### config.mk
export PLATFORM = sky130hd
export DESIGN_NAME = shru_save_ctrl
export DESIGN_NICKNAME = d
export VERILOG_FILES = /design/src/rtl/shru_save_ctrl_pkg.sv /design/src/rtl/shru_offset_cmp.sv /design/src/rtl/shru_save_ctrl.sv
export SDC_FILE = /design/constraint.sdc
export NUM_CORES = 1
export LEC_CHECK = 0
export CAP_MARGIN = 20
export CORE_MARGIN = 4
export CORE_UTILIZATION = 30
export DETAILED_ROUTE_END_ITERATION = 6
export DONT_BUFFER_PORTS = 1
export GPL_ROUTABILITY_DRIVEN = 0
export HOLD_SLACK_MARGIN = 0.05
export SKIP_CTS_REPAIR_TIMING = 1
export SLEW_MARGIN = 30
export SYNTH_ARGS = -nofsm -noshare
export SYNTH_HDL_FRONTEND = slang
export SYNTH_HIERARCHICAL = 1
export SYNTH_SLANG_ARGS = --single-unit
### constraint.sdc
create_clock -name clk_i -period 14.1 [get_ports clk_i]
set_input_delay 4.23 -clock clk_i [delete_from_list [all_inputs] [get_ports clk_i]]
set_output_delay 4.23 -clock clk_i [all_outputs]
set_load 0.02 [all_outputs]
### src/rtl/shru_save_ctrl_pkg.sv
// Shared types and constants for the shadow-register save controller.
package shru_save_ctrl_pkg;

    localparam int SHRU_NR_WORDS = 4;

    typedef enum logic {
        IDLE  = 1'b0,
        STORE = 1'b1
    } shru_state_e;

    // Slot of each context word within save_data_i
    typedef enum logic [1:0] {
        WORD_MEPC   = 2'd0,
        WORD_MCAUSE = 2'd1,
        WORD_SP     = 2'd2,
        WORD_RA     = 2'd3
    } shru_word_e;

endpackage

### src/rtl/shru_offset_cmp.sv
// Flags when a load page offset aliases any save word not yet granted.
// Works on word-granular offset bits; the stride is one word, so line j is base+j.
module shru_offset_cmp #(
    parameter int NR_WORDS = 4,
    parameter int IDX_W    = $clog2(NR_WORDS + 1),
    parameter int OFF_W    = 9
) (
    input  logic [OFF_W-1:0] base_i,
    input  logic [IDX_W-1:0] idx_i,
    input  logic [OFF_W-1:0] page_offset_i,
    output logic             match_o
);

    logic [OFF_W-1:0] word_off [NR_WORDS];

    for (genvar j = 0; j < NR_WORDS; j++) begin : g_off
        assign word_off[j] = base_i + OFF_W'(j);
    end

    always_comb begin
        match_o = 1'b0;
        for (int j = 0; j < NR_WORDS; j++) begin
            if ((IDX_W'(j) >= idx_i) && (word_off[j] == page_offset_i)) begin
                match_o = 1'b1;
            end
        end
    end

endmodule

### src/rtl/shru_save_ctrl.sv
// Shadow-register save sequencer: snapshots context words on a trigger and
// streams them as stores below the incoming stack pointer via a req/gnt port.
module shru_save_ctrl
    import shru_save_ctrl_pkg::*;
#(
    parameter int XLEN       = 64,
    parameter int NR_WORDS   = SHRU_NR_WORDS,
    parameter int WORD_BYTES = XLEN / 8
) (
    input  logic                     clk_i,
    input  logic                     rst_i,
    input  logic                     save_i,
    input  logic [NR_WORDS*XLEN-1:0] save_data_i,
    input  logic [XLEN-1:0]          sp_i,
    output logic                     ready_o,
    output logic                     busy_o,
    output logic                     done_o,
    output logic                     overrun_o,
    output logic [XLEN-1:0]          next_sp_o,
    output logic                     dreq_valid_o,
    output logic [XLEN-1:0]          dreq_addr_o,
    output logic [XLEN-1:0]          dreq_data_o,
    output logic [WORD_BYTES-1:0]    dreq_be_o,
    input  logic                     dreq_gnt_i,
    input  logic [11:0]              page_offset_i,
    output logic                     page_offset_match_o
);

    localparam int              IDX_W       = $clog2(NR_WORDS + 1);
    localparam int              OFF_LSB     = $clog2(WORD_BYTES);
    localparam int              OFF_W       = 12 - OFF_LSB;
    localparam logic [XLEN-1:0] FRAME_BYTES = XLEN'(NR_WORDS * WORD_BYTES);
    localparam logic [IDX_W-1:0] LAST_IDX   = IDX_W'(NR_WORDS - 1);

    shru_state_e              state_q, state_d;
    logic [IDX_W-1:0]         idx_q, idx_d;
    logic [NR_WORDS*XLEN-1:0] snap_q, snap_d;
    logic [XLEN-1:0]          next_sp_q, next_sp_d;
    logic                     done_q, done_d;
    logic                     overrun_q, overrun_d;
    logic                     cmp_match;
    logic                     unused_offset_lsbs;

    always_ff @(posedge clk_i or posedge rst_i) begin
        if (rst_i) begin
            state_q   <= IDLE;
            idx_q     <= '0;
            snap_q    <= '0;
            next_sp_q <= '0;
            done_q    <= 1'b0;
            overrun_q <= 1'b0;
        end else begin
            state_q   <= state_d;
            idx_q     <= idx_d;
            snap_q    <= snap_d;
            next_sp_q <= next_sp_d;
            done_q    <= done_d;
            overrun_q <= overrun_d;
        end
    end

    always_comb begin
        state_d   = state_q;
        idx_d     = idx_q;
        snap_d    = snap_q;
        next_sp_d = next_sp_q;
        done_d    = 1'b0;
        overrun_d = overrun_q;
        case (state_q)
            IDLE: begin
                if (save_i) begin
                    snap_d    = save_data_i;
                    next_sp_d = sp_i - FRAME_BYTES;
                    idx_d     = '0;
                    state_d   = STORE;
                end
            end
            STORE: begin
                // A trigger mid-save is dropped; the snapshot stays untouched
                if (save_i) begin
                    overrun_d = 1'b1;
                end
                if (dreq_gnt_i) begin
                    if (idx_q == LAST_IDX) begin
                        idx_d   = '0;
                        state_d = IDLE;
                        done_d  = 1'b1;
                    end else begin
                        idx_d = idx_q + IDX_W'(1);
                    end
                end
            end
            default: state_d = IDLE;
        endcase
    end

    assign busy_o       = (state_q == STORE);
    assign ready_o      = ~busy_o;
    assign done_o       = done_q;
    assign overrun_o    = overrun_q;
    assign next_sp_o    = next_sp_q;
    assign dreq_valid_o = busy_o;
    assign dreq_addr_o  = next_sp_q + XLEN'(idx_q) * XLEN'(WORD_BYTES);
    assign dreq_data_o  = snap_q[int'(idx_q)*XLEN +: XLEN];
    assign dreq_be_o    = '1;

    // Byte lanes inside a word cannot distinguish aliasing words
    assign unused_offset_lsbs = ^page_offset_i[OFF_LSB-1:0];

    shru_offset_cmp #(
        .NR_WORDS(NR_WORDS),
        .IDX_W   (IDX_W),
        .OFF_W   (OFF_W)
    ) u_offset_cmp (
        .base_i       (next_sp_q[11:OFF_LSB]),
        .idx_i        (idx_q),
        .page_offset_i(page_offset_i[11:OFF_LSB]),
        .match_o      (cmp_match)
    );

    assign page_offset_match_o = busy_o & cmp_match;

endmodule

==> results.md, run 1 <==
Global route:
- The maximum number of pins on one net before global-route repair is 204.
- The initial antenna violation count is 6.
- The number of global-route vias before repair is 13.73k.
- For this run the aggregate overflow at the end of global routing stands at 0.
- The first global-routing pass estimated 81630 um of wire.
- Across every metal layer, demand over resource in global routing totals 0.1722.

Logic synthesis:
- The share of flip-flops with an asynchronous set or reset after synthesis is 1.000.
- For this run, the leading register cell type out of synthesis is sky130_fd_sc_hd__dfrtp_1.
- Synthesis produced a netlist whose cell count is 1937.
- The share of synthesized area in the top cell type comes to 0.4769.
- The total number of yosys warnings is 6.
- The flip-flop and latch count after synthesis is 326.
- By area the synthesized netlist is led by sky130_fd_sc_hd__dfrtp_1 (48%), sky130_fd_sc_hd__nand2_1 (19%), sky130_fd_sc_hd__mux4_2 (8.4%).
- The count of flip-flops with a built-in enable after synthesis is 0.
- The cell accounting for the most synthesized area is sky130_fd_sc_hd__dfrtp_1.
- The cell area that synthesis handed to floorplanning was 17110 um^2.
- In this run the mean area of a mapped cell was 8.831 um^2.
- The distinct cell type count of the synthesized netlist is 63.
- For this run, the register share of the synthesized area comes to 0.4769.

Worst setup path:
- Across all register-to-register paths, the minimum setup slack is 11.18 ns.
- At the worst endpoint, the required time is 9.87 ns.
- The number of buffers and inverters on the critical path is 0.
- The standard cell with the maximum stage delay on the critical path is sky130_fd_sc_hd__or4_1.
- The delay contributed by the slowest stage of the critical path is 0.55 ns.
- Walking the worst path, the cells encountered are xor2_2 > xnor2_1 > or4_1 > o31ai_1 > a311o_2 > and2_1.
- The startpoint-to-endpoint class of the critical path is input pin to output port.
- Data on the critical path arrives at its endpoint at 5.88 ns.
- The startpoint of the worst register-to-register path is busy_o$_DFF_PP0_.
- The total stage count of the critical path is 6.
- In this run the worst path has a maximum fanout of 6.
- The cell depth of the worst flop-to-flop path is 6.
- The critical register-to-register path endpoint is snap_q[208]$_DFFE_PP0P_.
- STA classifies the critical path startpoint as an input pin.
- The category of the worst setup path capture point is an output port.
- The kind of cell with the highest combined delay on the critical path is simple AND/OR/NAND/NOR gates.

Power:
- The worst ir drop on vdd is 0.1304 mV.
- The switching power summed over all nets is 1946 uW.
- Of the total power, the clock network draws 0.227.
- The internal portion of the total power is 2630 uW.
- The completed layout was analyzed and its total power is 4576 uW.
- The power density over cell area is 239.4 nW/um^2.
- The switching share of power is 0.4252.
- The static leakage is 0.008797 uW.
- The share of total power dissipated in sequential elements is 0.412.
- The share of total power dissipated in combinational logic is 0.360.

Cells and area:
- The final net count is 2226.
- Leaving out fill and tap cells, the most frequent cell in the layout is sky130_fd_sc_hd__nand2_1.
- The number of filler instances in the final layout is 5870.
- Leaving out fill and tap cells, the most frequent cells in the layout are sky130_fd_sc_hd__nand2_1 (881), sky130_fd_sc_hd__dfrtp_1 (323), sky130_fd_sc_hd__xnor2_1 (71).
- Measured on the finished design, the core utilization comes to 0.3390.
- The area growth from synthesis to layout is 11.75%.
- The share of final-layout standard cells stronger than drive strength 1 is 0.08504.

Clocking:
- The clock passes through at most 3 buffers.
- The TritonCTS buffer count is 38.
- The level count of the clock H-tree is 2.
- The CTS tree is done.
- Clock-pin slew was measured on the worst setup and hold paths at 0.06 ns.
- The clock root buffer master is sky130_fd_sc_hd__clkbuf_16.
- The clock sink count is 326.
- The later-pin clock latency in the skew report is 0.56 ns.

Floorplan:
- The horizontal die dimension is 246.8 um.
- The effective utilization at floorplan is 0.3034.
- After floorplanning, the core was divided into 87 placement rows.
- The die is 246.8 um tall.
- The floorplan step defined a die boundary enclosing 60900 um^2.
- The total area inside the core boundary comes to 56390 um^2.
- The count of pins on the block boundary is 542.

Hold path:
- The tightest min-delay check is of the register to register type.
- The startpoint identified for the worst hold timing path is snap_q[251]$_DFFE_PP0P_.
- The number of cells on the worst hold path is 2.
- The endpoint of the worst hold-timing path is snap_q[251]$_DFFE_PP0P_.

STA:
- The post-route setup TNS is 0 ns.
- Setup repair after global routing left no endpoint under its margin.
- The number of setup violations in the final report is 0.
- The total count of hold-check failures in the final report is 0.
- The remaining max-slew budget at the tightest pin is 0.2942.
- In the finished design, the share of the clock period the worst path needs comes to 0.7169.
- Between clock sinks in the finished design, the worst skew comes to 0.01762 ns.
- The slew at the pin closest to its max-slew limit is 1.051 ns.
- The highest clock frequency the design can meet is 0.09893 GHz.
- The post-route worst hold slack is 0.4683 ns.
- The count of pins over their slew limit is 0.
- Subtracting the final worst setup slack from the clock period gives 10.11 ns.

Place:
- The placed wire-length estimate after detailed placement is 39330 um.
- The number of buffer cells added on primary ports is 0.

Run:
- Max-cap violations in this run came to 0.

Detailed routing:
- The routed layout has 13.33k vias.
- After detailed routing, the number of remaining DRC violations is 0.
- The average wire per standard cell is 20.65 um.
- The final layout contains routed wiring with a total length of 54960 um.
- In the routed layout, each cell is associated on average with a via count of 5.006.
- The first-pass iteration count of the detailed router is 5.
- The count of routing violations after the opening detailed-route iteration is 705.
- Once detail routing completed, the nets flagged for antenna violations numbered 0.

Run status:
- The run finished with clean final reports.
-- synth_stat cells (all sizes together) (5+ instances only) --
master and instances:
o31ai 6, clkbuf 75, a31oi 7, buf 42, o21ai 53, a21oi 9
nand4 29, xnor2 71, or3 13, nor4 12, nand2 883, nor2 59
nor3b 6, or2 5, inv 15, mux4 64, and4 5, nor3 30
ha 9, dfrtp 326, and3 8, xor2 58, nand3 36, nor2b 71
-- power groups by stage --
stage               clock network [uW]  registers, uW  logic [uW]
CTS                               1070           1880        1670
global placement                     0           1870        1640
finish                            1040           1890        1650
detailed placement                   0           1900        1660
floorplan                            0           1700        1440
global route                      1110           1940        1840
-- worst max path at each step --
stage                      start                  end  slack (ns)
2_1_floorplan              rst_i     busy_o$_DFF_PP0_        0.84
3_3_place_gp   page_offset_i[11]  page_offset_match_o        4.03
3_5_place_dp   page_offset_i[11]  page_offset_match_o        4.05
4_1_cts        page_offset_i[11]  page_offset_match_o        4.04
5_1_grt        page_offset_i[11]  page_offset_match_o        3.92
6_report       page_offset_i[11]  page_offset_match_o        3.99
-- layer usage --
metal	up-vias	share of wire	GRT usage
met1	6419	0.36	0.1925
met4	6	0.043	0.07409
met2	601	0.47	0.2852
met3	118	0.12	0.07688
met5	-	0.00086	0
li1	6181	-	-
-- worst reg2reg max path, cell delays in order, from the launching register on --
cell and delay, ns:
sky130_fd_sc_hd__dfrtp_1 0.83, sky130_fd_sc_hd__inv_1 0.39, sky130_fd_sc_hd__nand2_4 0.45, sky130_fd_sc_hd__buf_12 0.29, sky130_fd_sc_hd__buf_16 0.46, sky130_fd_sc_hd__nand2_1 0.33
sky130_fd_sc_hd__nand2_1 0.10
-- registers in the layout (all words and copies together), names as in the netlist --
name       flops
overrun_o      1
next_sp_o     64
idx_q          3
busy_o         1
snap_q       256
done_o         1
-- logic make-up (layout without fill, tap and decap cells) --
kind of cell	count (synthesis)	count (layout)	synth area share
DFF	326	326	0.4769
buffers and inverters	132	93	0.03321
xor gates and xnor gates	129	129	0.06649
AOI/OAI and AO/OA	100	100	0.03635
muxes	64	64	0.08427
and+or+nand+nor	1175	1175	0.2948
adders and majority gates	10	10	0.007754
other	1	9	0.0002192
-- final cells by class --
| type | count | area, um^2 | share of cell area |
|---|---|---|---|
| multi-input combinational | 1486 | 8428 | 0.4409 |
| sequential | 326 | 8169 | 0.4273 |
| antenna | 1 | 2.502 | 0.0001309 |
| inverter | 15 | 63.81 | 0.003338 |
| clock buffer | 52 | 1095 | 0.05727 |
| clock inverter | 13 | 221.5 | 0.01159 |
| tap | 756 | 945.9 | 0.04948 |
| timing repair buffer | 13 | 190.2 | 0.009949 |
-- stage by stage --
step | area, um^2 | std cells | worst slack (ns)
CTS | 19040 | 2659 | 4.041
finish | 19120 | 2662 | 3.992
global placement | 17720 | 2594 | 4.034
global route | 19110 | 2661 | 3.921
floorplan | 17130 | 1944 | 0.8436
detailed placement | 17730 | 2594 | 4.046
(Power assumes the default switching activity.)
==> run 2: changes to the inputs <==
==> constraint.sdc (replaced) <==
create_clock -name clk_i -period 10.3 [get_ports clk_i]
set_input_delay 3.09 -clock clk_i [delete_from_list [all_inputs] [get_ports clk_i]]
set_output_delay 3.09 -clock clk_i [all_outputs]
set_load 0.02 [all_outputs]
==> run 2 against run 1 <==
Utilization fell by 0.084 points. Die area is the same. Register-to-register slack worse by 3.6 ns. Critical path depth is the same. Power up 35%. Setup slack worse by 1.5 ns. Via count grew 0.59%. Clock power is 31% higher. Critical path type unchanged.
==> results.md, run 2 (synthesized netlist as in run 1, its figures left out) <==
Floorplan:
- The effective utilization at floorplan came to 0.3034 (unchanged).
- The horizontal die dimension is 246.8 um (unchanged).
- The core outline area is 56390 um^2 (unchanged).
- The count of pins on the block boundary came to 542 (unchanged).
- The total die area is 60900 um^2 (unchanged).
- The count of standard-cell rows came to 87 (unchanged).
- The die boundary height is 246.8 um (unchanged).

Cells and area:
- In the layout the commonest cells are sky130_fd_sc_hd__nand2_1 (881), sky130_fd_sc_hd__dfrtp_1 (323), sky130_fd_sc_hd__xnor2_1 (71).
- The register bank with the most flops is snap_q.
- Relative to the synthesized area, the layout overhead comes to 11.48%.
- The number of cells in the finished layout apart from fillers is 2666 (+0.15%).
- The final instance area is 19070 um^2 (-0.25%).
- The share of final-layout standard cells stronger than drive strength 1 is 0.08595 (+0.0009145).
- Leaving out fill and tap cells, the most frequent cell in the layout is sky130_fd_sc_hd__nand2_1.
- The final net count is 2228 (+0.090%).
- The number of flip-flops under the largest register name came to 256 (unchanged).

Worst setup path:
- The worst setup path is of the input pin to output port kind.
- The category of the worst setup path capture point is an output port.
- The delay contributed by the slowest stage of the critical path is 0.52 ns (-0.03 ns).
- Among all stages on the critical path, the largest delay is contributed by sky130_fd_sc_hd__or4_1.
- The cell depth of the worst flop-to-flop path is 6 (unchanged).
- The setup slack of the most critical reg-to-reg path came to 7.54 ns (-3.64 ns).
- STA classifies the critical path startpoint as an input pin.
- The kind of cell with the highest combined delay on the critical path is simple AND/OR/NAND/NOR gates.
- The critical register-to-register path endpoint is snap_q[82]$_DFFE_PP0P_.
- The maximum fanout along the worst path is 6 (unchanged).
- Traced cell by cell, the critical path runs through xor2_2 > xnor2_1 > or4_1 > o31ai_1 > a311o_2 > and2_1.
- The count of buffer and inverter cells on the critical path is 0 (unchanged).
- The startpoint of the worst register-to-register path is busy_o$_DFF_PP0_.
- The data arrival time at the worst-slack endpoint is 4.74 ns (-1.14 ns).
- The required time reported for the critical path endpoint is 7.21 ns (-2.66 ns).

Run:
- The max-capacitance violation count was 0 (unchanged).

Clocking:
- The clock-pin slew reported for the worst setup and hold paths after clock tree synthesis is 0.05 ns (about the same).
- The maximum count of clock buffers along a single path is 3 (unchanged).
- The level count of the clock H-tree is 2 (unchanged).
- The CTS tree is done.
- The TritonCTS buffer count came to 38 (unchanged).
- The later-pin clock latency in the skew report is 0.55 ns (about the same).
- The clock sink count is 326 (unchanged).
- The clock root buffer master is sky130_fd_sc_hd__clkbuf_16.

STA:
- The final period demand of the worst path is 7.828 ns.
- The remaining max-slew budget at the tightest pin was 0.2588 (-0.03539).
- The count of pins over their slew limit was 0 (unchanged).
- The clock skew after layout is 0.01508 ns (-0.002540 ns).
- Setup repair after global routing left no endpoint under its margin.
- The post-route setup TNS was 0 ns (unchanged).
- Of the available clock period, the critical path in the final layout requires 0.7600.
- The number of setup violations in the final report came to 0 (unchanged).
- The highest clock frequency the design can meet is 0.1278 GHz.
- The total count of hold-check failures in the final report is 0 (unchanged).
- The slew at the pin closest to its max-slew limit is 1.112 ns (+0.06064 ns).

Detailed routing:
- The post-detailed-route count of antenna-violating nets is 0 (unchanged).
- The via count of the routed design is 13.40k (+0.59%).
- The count of routing violations after the opening detailed-route iteration was 855 (+21%).
- The wire length reported by the detailed router is 53750 um (-2.2%).
- The count of unresolved DRC violations after routing is 0 (unchanged).
- The via-per-instance ratio is 5.027 (+0.43%).
- The first-pass iteration count of the detailed router is 5 (unchanged).
- The average wire per standard cell was 20.16 um (-2.3%).

Global route:
- The routing usage on met3 is 0.06788 (-0.009000).
- The met2 capacity usage during global routing is 0.2924 (+0.007272).
- The maximum number of pins on one net before global-route repair came to 199 (-2.5%).
- The wire length of the first global-routing pass is 81080 um (-0.68%).
- The number of global-route vias before repair is 13.87k (+1.0%).
- After global routing, the most crowded layer is met2.
- The initial antenna violation count came to 9 (+3).
- The global-route met1 utilization was 0.1911 (-0.001449).
- The overall track demand over capacity in global routing is 0.1692 (-0.002940).
- The total global routing overflow came to 0 (unchanged).

Run status:
- The run finished with clean final reports.

Power:
- The internal power component came to 3538 uW (+34%).
- The fraction of power consumed by the clock network is 0.220 (-0.007).
- The switching power summed over all nets is 2641 uW (+36%).
- The worst ir drop on vdd is 0.1524 mV (+17%).
- The switching share of power is 0.4274 (+0.002227).
- The part of the total power dissipated in sequential elements is 0.418 (+0.006).
- The combinational group share of total power is 0.363 (+0.003).
- The power density over cell area is 324.0 nW/um^2 (+35%).
- The static leakage was 0.008771 uW (-0.29%).

Place:
- The cell area after placement came to 17760 um^2 (+0.16%).
- The placed instance count came to 2597 (+0.12%).
- The placed wire-length estimate after detailed placement is 39110 um (-0.56%).
- The number of buffer cells added on primary ports is 0 (unchanged).

Hold path:
- For hold timing, the worst endpoint is snap_q[136]$_DFFE_PP0P_.
- The worst hold path begins at snap_q[136]$_DFFE_PP0P_.
- The path class of the lowest-slack min-delay path is register to register.
- The number of cells on the worst hold path is 2 (unchanged).
-- run 2: power groups by stage --
stage,Combinational (uW),Clock [uW],Sequential (uW)
after floorplan,1970,0,2330
after global placement,2220,0,2570
after detailed placement,2260,0,2610
after CTS,2280,1400,2580
after global routing,2500,1460,2660
final,2240,1360,2580
-- run 2: worst max path at each step --
stage,to,slack [ns],cells after the start,start
final,page_offset_match_o,2.47,6,page_offset_i[11]
after floorplan,page_offset_match_o,2.68,6,page_offset_i[11]
after CTS,page_offset_match_o,2.48,6,page_offset_i[11]
after global placement,page_offset_match_o,2.46,6,page_offset_i[11]
after detailed placement,page_offset_match_o,2.49,6,page_offset_i[11]
after global routing,page_offset_match_o,2.37,7,page_offset_i[9]
-- run 2: metrics by stage --
stage	setup WS (ns)	util	hold WS (ns)	power (uW)
floorplan	2.683	-	0.4403	4304
global placement	2.465	0.3145	0.4518	4796
detailed placement	2.491	0.3149	0.4574	4871
CTS	2.484	0.3372	0.4714	6261
global route	2.369	0.3381	0.4856	6619
finish	2.472	0.3382	0.4685	6178
-- run 2: tightest hold or removal path, stage by stage (launching register included) --
cell and delay, ns:
sky130_fd_sc_hd__dfrtp_1 0.34, sky130_fd_sc_hd__nand2_1 0.05, sky130_fd_sc_hd__nand2_1 0.05
-- run 2: layer usage --
layer / vias to the layer above / wire length (um)
met1: 6531 / 19710
met5: - / 68
met2: 563 / 26280
met4: 10 / 1778
li1: 6191 / -
met3: 108 / 5911
-- run 2: cell type report --
class / count / area [um^2]
clock inverters: 11 / 132.6
clock buffers: 55 / 1126
well taps: 756 / 945.9
repair buffers: 15 / 201.4
diodes: 2 / 5.005
inverters: 15 / 60.06
flip-flops and latches: 326 / 8169
multi-input cells: 1486 / 8428
fillers: 5883 / 37320
==> run 3: changes to the inputs <==
==> constraint.sdc (replaced) <==
create_clock -name clk_i -period 8.15 [get_ports clk_i]
set_input_delay 2.445 -clock clk_i [delete_from_list [all_inputs] [get_ports clk_i]]
set_output_delay 2.445 -clock clk_i [all_outputs]
set_load 0.02 [all_outputs]
==> run 3 against run 2 <==
Final cell count increased by 0.30%. Highest routed layer unchanged. Critical path type is now register to output port. Largest power group unchanged. Sequential share of layout area fell by 0.21 points. Utilization increased by 0.17 points. Power rose by 28%. Via count up 0.98%. Design area increased by 0.49%.
==> results.md, run 3 (synthesized netlist as in run 1, its figures left out) <==
Run status:
- The run finished with clean final reports.

STA:
- The final period demand of the worst path is 6.698 ns.
- The slew at the pin closest to its max-slew limit is 1.020 ns (-0.09180 ns).
- The number of setup violations in the final report came to 0 (unchanged).
- The post-route worst hold slack is 0.4679 ns (-0.0005530 ns).
- The final period utilization is 0.8218.
- Setup repair after global routing left no endpoint under its margin.
- Static timing analysis puts the maximum clock frequency at 0.1493 GHz.
- The clock skew after layout is 0.03812 ns (+0.02304 ns).
- The total count of hold-check failures in the final report is 0 (unchanged).
- The final worst slack is 1.452 ns (-1.020 ns).
- The post-route setup TNS came to 0 ns (unchanged).
- The remaining max-slew budget at the tightest pin is 0.3200 (+0.06120).
- The count of pins over their slew limit is 0 (unchanged).

Floorplan:
- The count of standard-cell rows is 87 (unchanged).
- The count of pins on the block boundary came to 542 (unchanged).
- The core outline area is 56390 um^2 (unchanged).
- The total die area came to 60900 um^2 (unchanged).
- The die boundary height is 246.8 um (unchanged).
- The horizontal die dimension is 246.8 um (unchanged).
- The effective utilization at floorplan was 0.3034 (unchanged).

Place:
- The placed instance count was 2596 (-0.039%).
- The number of buffer cells added on primary ports was 0 (unchanged).
- The placed wire-length estimate after detailed placement is 39150 um (about the same).
- The setup slack at placement is 1.600 ns (-0.8916 ns).

Cells and area:
- The library cell used most frequently in the layout, excluding fill and tap cells, is sky130_fd_sc_hd__nand2_1.
- Counting flops per register, the top entry is snap_q.
- The library cells used most frequently in the layout, excluding fill and tap cells, are sky130_fd_sc_hd__nand2_1 (881), sky130_fd_sc_hd__dfrtp_1 (323), sky130_fd_sc_hd__xnor2_1 (71).
- The number of flip-flops under the largest register name is 256 (unchanged).
- The final net count is 2229 (+0.045%).
- The share of final-layout standard cells stronger than drive strength 1 is 0.08673 (+0.0007755).
- The multi-input gate area in the final layout is 8428 um^2 (unchanged).
- The layout overhead on the synthesized area is 12.03%.
- The area taken by flip-flops and latches is 8169 um^2 (unchanged).
- The number of filler instances in the final layout is 5817 (-1.1%).
- The number of cells in the finished layout apart from fillers is 2674 (+0.30%).

Clocking:
- The level count of the clock H-tree is 2 (unchanged).
- The later-pin clock latency in the skew report is 0.57 ns (+0.02 ns).
- TritonCTS built the clock tree.
- The TritonCTS buffer count is 40 (+5.3%).
- The clock sink count is 326 (unchanged).
- The maximum count of clock buffers along a single path is 3 (unchanged).
- In this run the clock root is driven by a sky130_fd_sc_hd__clkbuf_16.
- The clock-pin slew reported for the worst setup and hold paths after clock tree synthesis is 0.06 ns (about the same).

Detailed routing:
- The average wire per standard cell is 20.27 um (+0.52%).
- The wire length reported by the detailed router came to 54200 um (+0.83%).
- The first-pass iteration count of the detailed router is 5 (unchanged).
- The via count of the routed design is 13.54k (+0.98%).
- The count of unresolved DRC violations after routing is 0 (unchanged).
- The post-detailed-route count of antenna-violating nets came to 0 (unchanged).
- The via-per-instance ratio is 5.062 (+0.68%).
- The count of routing violations after the opening detailed-route iteration was 794 (-7.1%).

Worst setup path:
- The critical path is of the register to output port type.
- The worst setup path is launched from a register.
- The worst setup path is captured at an output port.
- The data arrival time at the worst-slack endpoint is 4.25 ns (-0.49 ns).
- The worst register-to-register path begins at busy_o$_DFF_PP0_.
- The launch point of the critical path is idx_q[1]$_DFFE_PP0P_.
- The required time reported for the critical path endpoint was 5.71 ns (-1.50 ns).
- The maximum fanout along the worst path is 38 (+32).

Global route:
- The wire length of the first global-routing pass is 81790 um (+0.88%).
- The overall track demand over capacity in global routing is 0.1715 (+0.002232).
- The maximum number of pins on one net before global-route repair is 193 (-3.0%).
- The number of global-route vias before repair is 13.81k (-0.45%).
- The total global routing overflow is 0 (unchanged).
- The initial antenna violation count is 12 (+3).

Power:
- The overall power consumption is 7933 uW (+28%).
- The static leakage is 0.008812 uW (+0.47%).
- The power density over cell area came to 414.0 nW/um^2 (+28%).
- The worst ir drop on vdd is 0.1939 mV (+27%).

Run:
- The max-capacitance violation count is 0 (unchanged).

Hold path:
- The path class of the lowest-slack min-delay path is register to register.
- The hold path startpoint is snap_q[139]$_DFFE_PP0P_.
## run 3: cell count changes in the layout (fill, tap and decap cells not counted)
cell / change
sky130_fd_sc_hd__clkinv_8: -2
sky130_fd_sc_hd__clkinv_16: +2
sky130_fd_sc_hd__clkinv_2: -2
sky130_fd_sc_hd__buf_4: +3
sky130_fd_sc_hd__clkbuf_16: +1
sky130_fd_sc_hd__inv_6: +3
sky130_fd_sc_hd__clkbuf_1: +4
sky130_fd_sc_hd__diode_2: +2
sky130_fd_sc_hd__buf_12: -1
sky130_fd_sc_hd__clkbuf_8: +1
sky130_fd_sc_hd__bufinv_16: +1
sky130_fd_sc_hd__buf_6: -3
sky130_fd_sc_hd__clkinvlp_4: -1
## run 3: where the power goes
group	total (uW)	switching, uW	internal [uW]
logic	2820	1720	1100
registers	3280	939	2350
clock network	1830	723	1110
## run 3: cell type report
type,instances,share of cell area
multi-input combinational,1486,0.4398
sequential,326,0.4263
clock buffer,61,0.06157
tap,756,0.04936
clock inverter,12,0.01038
timing repair buffer,14,0.008880
inverter,15,0.003134
antenna,4,0.0005224
## run 3: final timing paths
path / to / slack (ns) / depth (start not counted)
hold / removal: snap_q[139]$_DFFE_PP0P_ / 0.47 / 2
setup / recovery: dreq_addr_o[48] / 1.45 / 7
setup reg to reg: next_sp_o[43]$_DFFE_PP0P_ / 5.08 / 5
hold reg to reg: snap_q[139]$_DFFE_PP0P_ / 0.47 / 2
max in group asynchronous: snap_q[247]$_DFFE_PP0P_ / 4.67 / 4
min in group asynchronous: snap_q[4]$_DFFE_PP0P_ / 1.82 / 2
## run 3: stage by stage
step,cell area (um^2),utilization
after CTS,19110,0.3390
after global placement,17740,0.3145
after floorplan,17140,-
after global routing,19150,0.3397
final,19160,0.3398
after detailed placement,17740,0.3145
## run 3: layer usage
metal	share of wire	GRT usage	vias to the layer above
met1	0.37	0.1934	6574
met2	0.48	0.2871	607
met5	0.0013	0	-
li1	-	-	6214
met3	0.11	0.07016	130
met4	0.040	0.07325	10
## run 3: worst max-delay path, stage by stage (launching register included)
cell	delay [ns]
sky130_fd_sc_hd__dfrtp_4	0.96
sky130_fd_sc_hd__ha_1	0.28
sky130_fd_sc_hd__a21oi_1	0.08
sky130_fd_sc_hd__a211oi_1	0.79
sky130_fd_sc_hd__nor3b_2	0.64
sky130_fd_sc_hd__nand3b_1	0.32
sky130_fd_sc_hd__nor2_1	0.19
sky130_fd_sc_hd__xor2_1	0.44
